**src/rtl/xadc_scan_bcd.sv**
```systemverilog
// XADC auxiliary-channel scanner: EOC-paced DRP reads, code -> mV -> 4-digit BCD, per-channel result file.
// Optional macro XADC_OVERSAMPLE_EN averages four reads per channel before conversion.
module xadc_scan_bcd #(
    parameter int                  NUM_CH      = 4,
    parameter logic [NUM_CH*7-1:0] CH_ADDRS    = {7'h11, 7'h19, 7'h18, 7'h10},
    parameter int                  TIMEOUT_CYC = 255,
    localparam int                 CH_W        = (NUM_CH > 1) ? $clog2(NUM_CH) : 1
) (
    input  logic            CLK100MHZ,
    input  logic            cpu_resetn,
    input  logic            eoc_in,
    output logic [6:0]      drp_daddr,
    output logic            drp_den,
    output logic            drp_dwe,
    output logic [15:0]     drp_di,
    input  logic [15:0]     drp_do,
    input  logic            drp_drdy,
    input  logic [CH_W-1:0] rd_ch,
    output logic [15:0]     rd_bcd,
    output logic            rd_valid,
    output logic            res_valid,
    output logic [CH_W-1:0] res_ch,
    output logic [15:0]     res_bcd,
    output logic            timeout_err,
    input  logic            err_clr
);
    localparam int              TMR_W    = (TIMEOUT_CYC > 1) ? $clog2(TIMEOUT_CYC + 1) : 1;
    localparam int              SLOTS    = 1 << CH_W;
    localparam logic [CH_W:0]   NUM_CH_L = (CH_W + 1)'(NUM_CH);
    localparam logic [CH_W-1:0] LAST_CH  = CH_W'(NUM_CH - 1);
    localparam logic [TMR_W-1:0] TMR_LAST = TMR_W'(TIMEOUT_CYC - 1);

    typedef enum logic [2:0] {S_IDLE, S_REQ, S_WAIT, S_SCALE, S_BCD, S_STORE} state_t;

    state_t            state_reg, state_next;
    logic [CH_W-1:0]   idx_reg;
    logic              pend_reg;
    logic [TMR_W-1:0]  tmr_reg;
    logic [11:0]       code_reg;
    logic [9:0]        bin_reg;
    logic [15:0]       bcd_reg;
    logic [3:0]        bit_cnt_reg;
    logic [15:0]       regfile [SLOTS];
    logic [SLOTS-1:0]  valid_reg;
    logic [15:0]       rd_bcd_reg, res_bcd_reg;
    logic              rd_valid_reg, res_valid_reg, timeout_err_reg;
    logic [CH_W-1:0]   res_ch_reg;

    logic              enter_req, drdy_hit, tmo_hit, store_hit, last_sub;
    logic [11:0]       code_in;
    logic [9:0]        mv;
    logic [15:0]       bcd_adj;
    logic [6:0]        addr_tab [SLOTS];
    logic              rd_in_range;

    genvar gi;
    for (gi = 0; gi < SLOTS; gi++) begin : g_addr
        if (gi < NUM_CH) begin : g_live
            assign addr_tab[gi] = CH_ADDRS[gi*7 +: 7];
        end else begin : g_pad
            assign addr_tab[gi] = 7'h00;
        end
    end

    // Double-dabble correction: any digit >= 5 gets +3 before the shift.
    for (gi = 0; gi < 4; gi++) begin : g_dig
        assign bcd_adj[gi*4 +: 4] = (bcd_reg[gi*4 +: 4] >= 4'd5) ? bcd_reg[gi*4 +: 4] + 4'd3
                                                                 : bcd_reg[gi*4 +: 4];
    end

    // Full scale saturates at 1000 mV; below that the truncated ratio code*1000/4096.
    assign mv = (code_reg >= 12'd4093) ? 10'd1000
                                       : 10'(({10'd0, code_reg} * 22'd1000) >> 12);

    assign drp_daddr   = addr_tab[idx_reg];
    assign drp_den     = (state_reg == S_REQ);
    assign drp_dwe     = 1'b0;
    assign drp_di      = 16'h0000;
    assign rd_bcd      = rd_bcd_reg;
    assign rd_valid    = rd_valid_reg;
    assign res_valid   = res_valid_reg;
    assign res_ch      = res_ch_reg;
    assign res_bcd     = res_bcd_reg;
    assign timeout_err = timeout_err_reg;
    assign rd_in_range = ({1'b0, rd_ch} < NUM_CH_L);

`ifdef XADC_OVERSAMPLE_EN
    logic [1:0]  sub_reg;
    logic [13:0] acc_reg;
    logic [13:0] acc_sum;
    logic        unused_bits;

    assign acc_sum     = acc_reg + {2'b00, drp_do[15:4]};
    assign last_sub    = (sub_reg == 2'd3);
    assign code_in     = acc_sum[13:2];
    assign unused_bits = ^{drp_do[3:0], acc_sum[1:0], bcd_adj[15]};

    always_ff @(posedge CLK100MHZ or negedge cpu_resetn) begin
        if (!cpu_resetn) begin
            sub_reg <= '0;
            acc_reg <= '0;
        end else if (tmo_hit) begin
            sub_reg <= '0;
            acc_reg <= '0;
        end else if (drdy_hit) begin
            sub_reg <= sub_reg + 2'd1;
            acc_reg <= last_sub ? 14'd0 : acc_sum;
        end
    end
`else
    logic unused_bits;

    assign last_sub    = 1'b1;
    assign code_in     = drp_do[15:4];
    assign unused_bits = ^{drp_do[3:0], bcd_adj[15]};
`endif

    always_ff @(posedge CLK100MHZ or negedge cpu_resetn) begin
        if (!cpu_resetn) state_reg <= S_IDLE;
        else             state_reg <= state_next;
    end

    always_comb begin
        state_next = state_reg;
        enter_req  = 1'b0;
        drdy_hit   = 1'b0;
        tmo_hit    = 1'b0;
        store_hit  = 1'b0;
        case (state_reg)
            S_IDLE: if (pend_reg) begin
                state_next = S_REQ;
                enter_req  = 1'b1;
            end
            S_REQ:  state_next = S_WAIT;
            S_WAIT: if (drp_drdy) begin
                drdy_hit   = 1'b1;
                state_next = last_sub ? S_SCALE : S_IDLE;
            end else if (tmr_reg == TMR_LAST) begin
                tmo_hit    = 1'b1;
                state_next = S_IDLE;
            end
            S_SCALE: state_next = S_BCD;
            S_BCD:   if (bit_cnt_reg == 4'd9) state_next = S_STORE;
            S_STORE: begin
                store_hit  = 1'b1;
                state_next = S_IDLE;
            end
            default: state_next = S_IDLE;
        endcase
    end

    always_ff @(posedge CLK100MHZ or negedge cpu_resetn) begin
        if (!cpu_resetn) begin
            idx_reg         <= '0;
            pend_reg        <= 1'b0;
            tmr_reg         <= '0;
            code_reg        <= '0;
            bin_reg         <= '0;
            bcd_reg         <= '0;
            bit_cnt_reg     <= '0;
            res_valid_reg   <= 1'b0;
            res_ch_reg      <= '0;
            res_bcd_reg     <= '0;
            timeout_err_reg <= 1'b0;
        end else begin
            // A fresh eoc always wins over the clear on REQ entry, so none is lost.
            pend_reg <= eoc_in | (pend_reg & ~enter_req);

            if (state_reg == S_REQ)       tmr_reg <= '0;
            else if (state_reg == S_WAIT) tmr_reg <= tmr_reg + 1'b1;

            if (drdy_hit && last_sub) code_reg <= code_in;

            if (state_reg == S_SCALE) begin
                bin_reg     <= mv;
                bcd_reg     <= '0;
                bit_cnt_reg <= '0;
            end else if (state_reg == S_BCD) begin
                bcd_reg     <= {bcd_adj[14:0], bin_reg[9]};
                bin_reg     <= {bin_reg[8:0], 1'b0};
                bit_cnt_reg <= bit_cnt_reg + 4'd1;
            end

            res_valid_reg <= store_hit;
            if (store_hit) begin
                res_bcd_reg <= bcd_reg;
                res_ch_reg  <= idx_reg;
            end

            if (store_hit || tmo_hit)
                idx_reg <= (idx_reg == LAST_CH) ? '0 : idx_reg + 1'b1;

            if (tmo_hit)      timeout_err_reg <= 1'b1;
            else if (err_clr) timeout_err_reg <= 1'b0;
        end
    end

    always_ff @(posedge CLK100MHZ or negedge cpu_resetn) begin
        if (!cpu_resetn) begin
            for (int i = 0; i < SLOTS; i++) regfile[i] <= '0;
            valid_reg    <= '0;
            rd_bcd_reg   <= '0;
            rd_valid_reg <= 1'b0;
        end else begin
            if (store_hit) begin
                regfile[idx_reg]   <= bcd_reg;
                valid_reg[idx_reg] <= 1'b1;
            end
            rd_bcd_reg   <= rd_in_range ? regfile[rd_ch] : 16'h0000;
            rd_valid_reg <= rd_in_range & valid_reg[rd_ch];
        end
    end
endmodule
```
**config.mk**
```make
export PLATFORM = sky130hd
export DESIGN_NAME = xadc_scan_bcd
export DESIGN_NICKNAME = d
export VERILOG_FILES = /design/src/rtl/xadc_scan_bcd.sv
export SDC_FILE = /design/constraint.sdc
export NUM_CORES = 1
export LEC_CHECK = 0
export ABC_AREA = 1
export CAP_MARGIN = 40
export CORE_MARGIN = 8
export CORE_UTILIZATION = 45
export DETAILED_ROUTE_END_ITERATION = 8
export PLACE_DENSITY = 0.75
export SLEW_MARGIN = 25
export SYNTH_ARGS = -nofsm -noshare
export SYNTH_HDL_FRONTEND = slang
export SYNTH_SLANG_ARGS = --single-unit
```
**constraint.sdc**
```tcl
create_clock -name CLK100MHZ -period 5.3 [get_ports CLK100MHZ]
set_input_delay 0.795 -clock CLK100MHZ [delete_from_list [all_inputs] [get_ports CLK100MHZ]]
set_output_delay 0.795 -clock CLK100MHZ [all_outputs]
set_load 0.01 [all_outputs]
```
# Word-level counts from Yosys, hierarchy flattened
# Index checks and enable logic that the tools add are counted.
# word_totals
inputBits	23
reg_bits	161
output_inout_bits	62
# classes
n_lt_le_gt_ge	11
eq_ne	11
bitwise	6
n_reduce_logical	8
n_mul	1
add_sub_neg	7
mux	42
# op_table
operator	count
2-to-1 mux 16 bit	5
bitwise mux 64 bit	1
binary-select mux 16 bit (select 2 bit)	1
demux 16 bit (select 2 bit)	1
2-to-1 mux 10 bit	3
2-to-1 mux 4 bit	5
multiplier 12 x 7 -> 19 bit, second input constant	1
greater-or-equal comparator 4 x 3 -> 1 bit, second input constant	4
2-to-1 mux 8 bit	2
2-to-1 mux 3 bit	5
one-hot mux 3 bit (5 select lines)	1
binary-select mux 7 bit (select 2 bit)	1
2-to-1 mux 7 bit	2
adder 4 x 2 -> 4 bit, second input constant	3
greater-or-equal comparator 12 bit, second input constant	1
2-to-1 mux 1 bit	12
adder 8 x 1 -> 8 bit, second input constant	1
equality test 8 bit, second input constant	1
equality test 3 x 2 -> 1 bit, second input constant	2
equality test 3 bit, second input constant	2
greater-or-equal comparator 3 bit, second input constant	2
less-than comparator 2 x 3 -> 1 bit, second input constant	2
inverter 2 -> 3 bit	2
nonzero test 2 bit	3
21 further kinds	23

# Longest topological paths before layout
# logic_depth
depth_word	6
depth_mapped	20

# Worst setup path after synthesis
# Ideal clock, no wire load.
# synth_path
kind	register to register
startpoint	reg code_reg[7]
endpoint	reg bin_reg[8]
n_path_buf	0
arrival_ns	3.725
synth_period_minus_slack_ns	3.842
stages_incl_launch_ff	20
required_ns	5.184
setup_time_ns	0.116
slack_ns	1.458
path_cell_list	dfrtp_1 inv_1 fa_1 fa_1 inv_1 fa_1 inv_1 fa_1 inv_1 ha_1 nand2_1 inv_1 a21oi_1 nor2_1 nor2_1 nand2_1 nand2_1 nand3_1 nand2_1 nand2_1
# synth_between
elab_chain_len	3
# synth_rtl
item	line_no	source
from (decl)	39	logic [11:0] code_reg;
from (signal assigned)	172	if (drdy_hit && last_sub) code_reg <= code_in;
multiplier 12 x 7 -> 19 bit / greater-or-equal comparator 12 bit (equally long branches)	73, 72	
2-to-1 mux 10 bit *	72	assign mv = (code_reg >= 12'd4093) ? 10'd1000
2-to-1 mux 10 bit *	174	if (state_reg == S_SCALE) begin
to (signal assigned)	175	bin_reg <= mv;
to (signal assigned)	180	bin_reg <= {bin_reg[8:0], 1'b0};
to (decl)	40	logic [9:0] bin_reg;
# Mark *: on every way between the ends. The rest lies on a longest branch, timed or not.
# A chain may end at the register's enable or synchronous reset.

# Worst setup path after layout
# layout_path
startpoint	reg code_reg[6]
endpoint	reg bin_reg[8]
# Same word-level chain as after synthesis.

==> results.md <==
- For the final routed database, the setup TNS stands at 0 ps.
- The chip height is 158.3 um.
- The share of layout cells above drive strength 1 is 0.05797.
- Post-CTS timing repair inserted 0 buffers for setup.
- The total number of vias is 6889.
- After clock tree synthesis, the clock-pin slew on the worst setup and hold paths is 70 ps.
- The final-report max-slew violation count is 0.
- The placer's final routability congestion estimate is 0.8434.
- The die is 158.3 um wide.
- After the flow finishes, the layout carries non-filler instances totaling 1374.
- Of the total synthesized cell area, the portion taken by XOR and XNOR cells is 0.004807.
- For this run, the detailed router's first-pass iteration total came to 5.
- The final HPWL from detailed placement is 13330 um.
- After synthesis, the netlist uses 40 different library cells.
- The synthesized netlist cell count is 1043.
- The category of the worst setup path capture point is a flip-flop.
- The number of routed nets with antenna violations is 0.
- For this run, design rule violations remaining after detail routing come to 0.
- For this run the aggregate overflow at the end of global routing stands at 0.
- Max-cap violations in this run came to 0.
- The total clock buffers created by CTS is 17.
- The die covers 25050 um2.
- By area the synthesized netlist is led by sky130_fd_sc_hd__dfrtp_1 (44%), sky130_fd_sc_hd__nand2_1 (8.9%), sky130_fd_sc_hd__o21ai_0 (8.7%), sky130_fd_sc_hd__ha_1 (8.4%), sky130_fd_sc_hd__fa_1 (8.1%).
- The total number of clock tree sinks is 161.
- The complex-gate fraction of the synthesized area is 0.1277.
- The adder-cell share of the synthesized area is 0.1651.
- The number of global-route vias before repair is 6783.
- The proportion of netlist area held by the largest area contributor is 0.4422.
- The number of cells in the design after placement is 1342.
- For this run, the number of Yosys warnings is 0.
- The worst setup path is launched from a flip-flop.
- The most frequently used flop master after synthesis is sky130_fd_sc_hd__dfrtp_1.
- The count of flip-flops with a built-in enable after synthesis is 0.
- The library cell occupying the most area in the post-synthesis netlist is sky130_fd_sc_hd__dfrtp_1.
- In this run the mean area of a mapped cell was 8.734 um2.
- The cell area after layout is 10430 um2.
- The fraction of registers with async set/reset is 1.000.
- The total number of placement rows is 52.
- The run finished with clean final reports.
- The detail-routed via count per cell is 5.014.
- The class of the tightest hold or removal check is in2async.
- In the finished design, the share of the clock period the worst path needs comes to 0.7923.
- The clock latency of the later-clocked register in the worst-skew pair is 440 ps.
- The depth of the most critical reg-to-reg path is 19.
- The CTS tree is yes.
- The first global-routing pass estimated 32630 um of wire.
- The post-layout minimum cycle time is 4199 ps.
- The dominant combinational cell family by area after synthesis is simple AND/OR/NAND/NOR gates.
- Across all register-to-register paths, the minimum setup slack is 1100 ps.
- The number of antenna violations at the first check in global routing came to 0.
- The depth of the CTS H-tree is 4.
- In this run the critical register-to-register path is captured at bin_reg[8].
- Of the total synthesized cell area, the portion taken by AND, OR, NAND and NOR gates is 0.1659.
- The core utilization of the finished layout is 0.5204.
- The total routing resource utilization after global routing is 0.1629.
- The final number of hold-violating endpoints is 0.
- At the worst endpoint, the arrival time is 4530 ps.
- The highest achievable clock rate is 238.1 MHz.
- The post-synthesis mux area share is 0.001099.
- The classification of the worst setup path is reg2reg.
- For this run, the post-layout net count is 1212.
- regfile holds more flip-flops than any other register.
- The number of gates given a new drive strength after cts is 0.
- The remaining max-slew budget at the tightest pin is 0.5438.
- For the pin with the worst max-slew slack, the measured transition is 682.2 ps.
- The routed wirelength normalized by instance count is 13.95 um.
- The startpoint of the worst register-to-register path is code_reg[6].
- The starting utilization of the core area is 0.4546.
- Counting flops and latches in the post-synthesis netlist gives 161.
- The biggest fanout along the worst timing path is 5.
- Tracing the worst setup path back leads to its startpoint at code_reg[6].
- The flip-flop count of the largest register, all copies and words added is 64.
- STA puts the critical path data required time at 5630 ps.
- The number of top-level pins is 85.
- After detailed placement, the total cell area comes to 9839 um2.
- In this run the standard cell core region covers 20040 um2.
- Setup repair after global routing left no endpoint under its margin.
- Entering global routing, the biggest net connects 71 pins.
- The wire length reported by the detailed router is 19170 um.
- From synthesis to final layout, the design area changed by 14.48%.
- The count of buffers from port buffering is 58.
- The CTS root buffer is sky130_fd_sc_hd__clkbuf_16.
- The cell with the most instances after synthesis is sky130_fd_sc_hd__nand2_1.
- The first routing iteration left 457 violations.
- The number of antenna repair diodes is 0.
- Clock skew on the completed layout was measured at 12.30 ps.
- Sorting the synthesized cells by how often they occur yields sky130_fd_sc_hd__nand2_1 (215), sky130_fd_sc_hd__dfrtp_1 (161), sky130_fd_sc_hd__o21ai_0 (159).
- Of the synthesized area, sequential elements account for 0.4422.
- The count of hold buffers inserted by post-cts repair is 0.
- After synthesis the cells add up to 9110 um2.
- The number of setup violations in the final report is 0.
- The number of buffers on the longest clock path is 2.
-- through the flow --
| stage | setup WS, ps | hold WS, ps |
|---|---|---|
| 6_report | 1101 | 361.0 |
| 5_1_grt | 775.0 | 421.0 |
| 4_1_cts | 1058 | 400.8 |
| 3_5_place_dp | 1128 | 440.9 |
| 3_3_place_gp | 1149 | 431.4 |
| 2_1_floorplan | 1458 | 419.4 |
-- worst max path at each step --
stage	to
6_report	bin_reg[8]
4_1_cts	bin_reg[8]
2_1_floorplan	bin_reg[8]
3_3_place_gp	bin_reg[8]
3_5_place_dp	bin_reg[8]
5_1_grt	bin_reg[8]
-- metal layers --
layer	vias up	share of wire	GRT usage
li1	3409	-	-
met1	3294	0.44	0.2031
met2	160	0.50	0.2807
met3	26	0.053	0.03284
met4	0	0.014	0.04805
met5	-	0	0
-- worst max-delay path, cell delays in order (launching register included) --
cell and delay (ps):
sky130_fd_sc_hd__dfrtp_1 400, sky130_fd_sc_hd__inv_1 260, sky130_fd_sc_hd__fa_1 500, sky130_fd_sc_hd__fa_1 510, sky130_fd_sc_hd__inv_1 50, sky130_fd_sc_hd__fa_1 500
sky130_fd_sc_hd__inv_1 50, sky130_fd_sc_hd__fa_1 510, sky130_fd_sc_hd__inv_1 50, sky130_fd_sc_hd__ha_1 360, sky130_fd_sc_hd__nand2_1 120, sky130_fd_sc_hd__inv_1 50
sky130_fd_sc_hd__a21oi_1 240, sky130_fd_sc_hd__nor2_1 90, sky130_fd_sc_hd__nor2_1 120, sky130_fd_sc_hd__nand2_1 60, sky130_fd_sc_hd__nand2_1 50, sky130_fd_sc_hd__nand3_1 60
sky130_fd_sc_hd__nand2_1 60, sky130_fd_sc_hd__nand2_1 40
-- layout make-up --
class                      instances  area (um2)
tap                              270       337.8
inverter                         141       530.5
sequential                       161        4029
clock buffer                      17       425.4
fill                            1865        9610
multi-input combinational        707        4315
clock inverter                    15       163.9
timing repair buffer              63       626.9
-- placed cells by master, fill, tap and decap left out, types with 2 or more instances in the layout --
master / netlist / routed
sky130_fd_sc_hd__nand2_1: 215 / 215
sky130_fd_sc_hd__dfrtp_1: 161 / 161
sky130_fd_sc_hd__o21ai_0: 159 / 159
sky130_fd_sc_hd__inv_1: 135 / 135
sky130_fd_sc_hd__nor2_1: 76 / 76
sky130_fd_sc_hd__ha_1: 61 / 61
sky130_fd_sc_hd__clkdlybuf4s50_1: 0 / 57
sky130_fd_sc_hd__nand3_1: 38 / 38
sky130_fd_sc_hd__fa_1: 37 / 37
sky130_fd_sc_hd__a21oi_1: 29 / 29
sky130_fd_sc_hd__o22ai_1: 24 / 24
sky130_fd_sc_hd__conb_1: 2 / 22
sky130_fd_sc_hd__clkbuf_16: 0 / 17
sky130_fd_sc_hd__nand2_2: 7 / 7
sky130_fd_sc_hd__nand4_1: 6 / 6
sky130_fd_sc_hd__inv_2: 5 / 5
sky130_fd_sc_hd__inv_6: 0 / 5
sky130_fd_sc_hd__nor2_4: 4 / 4
sky130_fd_sc_hd__or2_2: 4 / 4
sky130_fd_sc_hd__clkinv_8: 0 / 4
sky130_fd_sc_hd__buf_4: 23 / 4
sky130_fd_sc_hd__xor2_1: 3 / 3
sky130_fd_sc_hd__inv_8: 0 / 3
sky130_fd_sc_hd__nor2_2: 2 / 2
sky130_fd_sc_hd__clkinv_2: 1 / 2
sky130_fd_sc_hd__o311ai_1: 2 / 2
sky130_fd_sc_hd__xnor2_1: 2 / 2
sky130_fd_sc_hd__o21ai_1: 2 / 2
sky130_fd_sc_hd__and2_1: 2 / 2
-- cell families after synthesis --
| group | count (synthesis) |
|---|---|
| buffers and inverters | 195 |
| AO/OA/AOI/OAI | 222 |
| flip-flops | 161 |
| multiplexers | 1 |
| adder cells (fa/ha/maj) | 98 |
| other | 2 |
| AND/OR/NAND/NOR | 359 |
| XOR/XNOR | 5 |
Power is left out: the tool's default activity adds up to more than one toggle a clock period on the data nets, which glitch-free logic cannot reach.
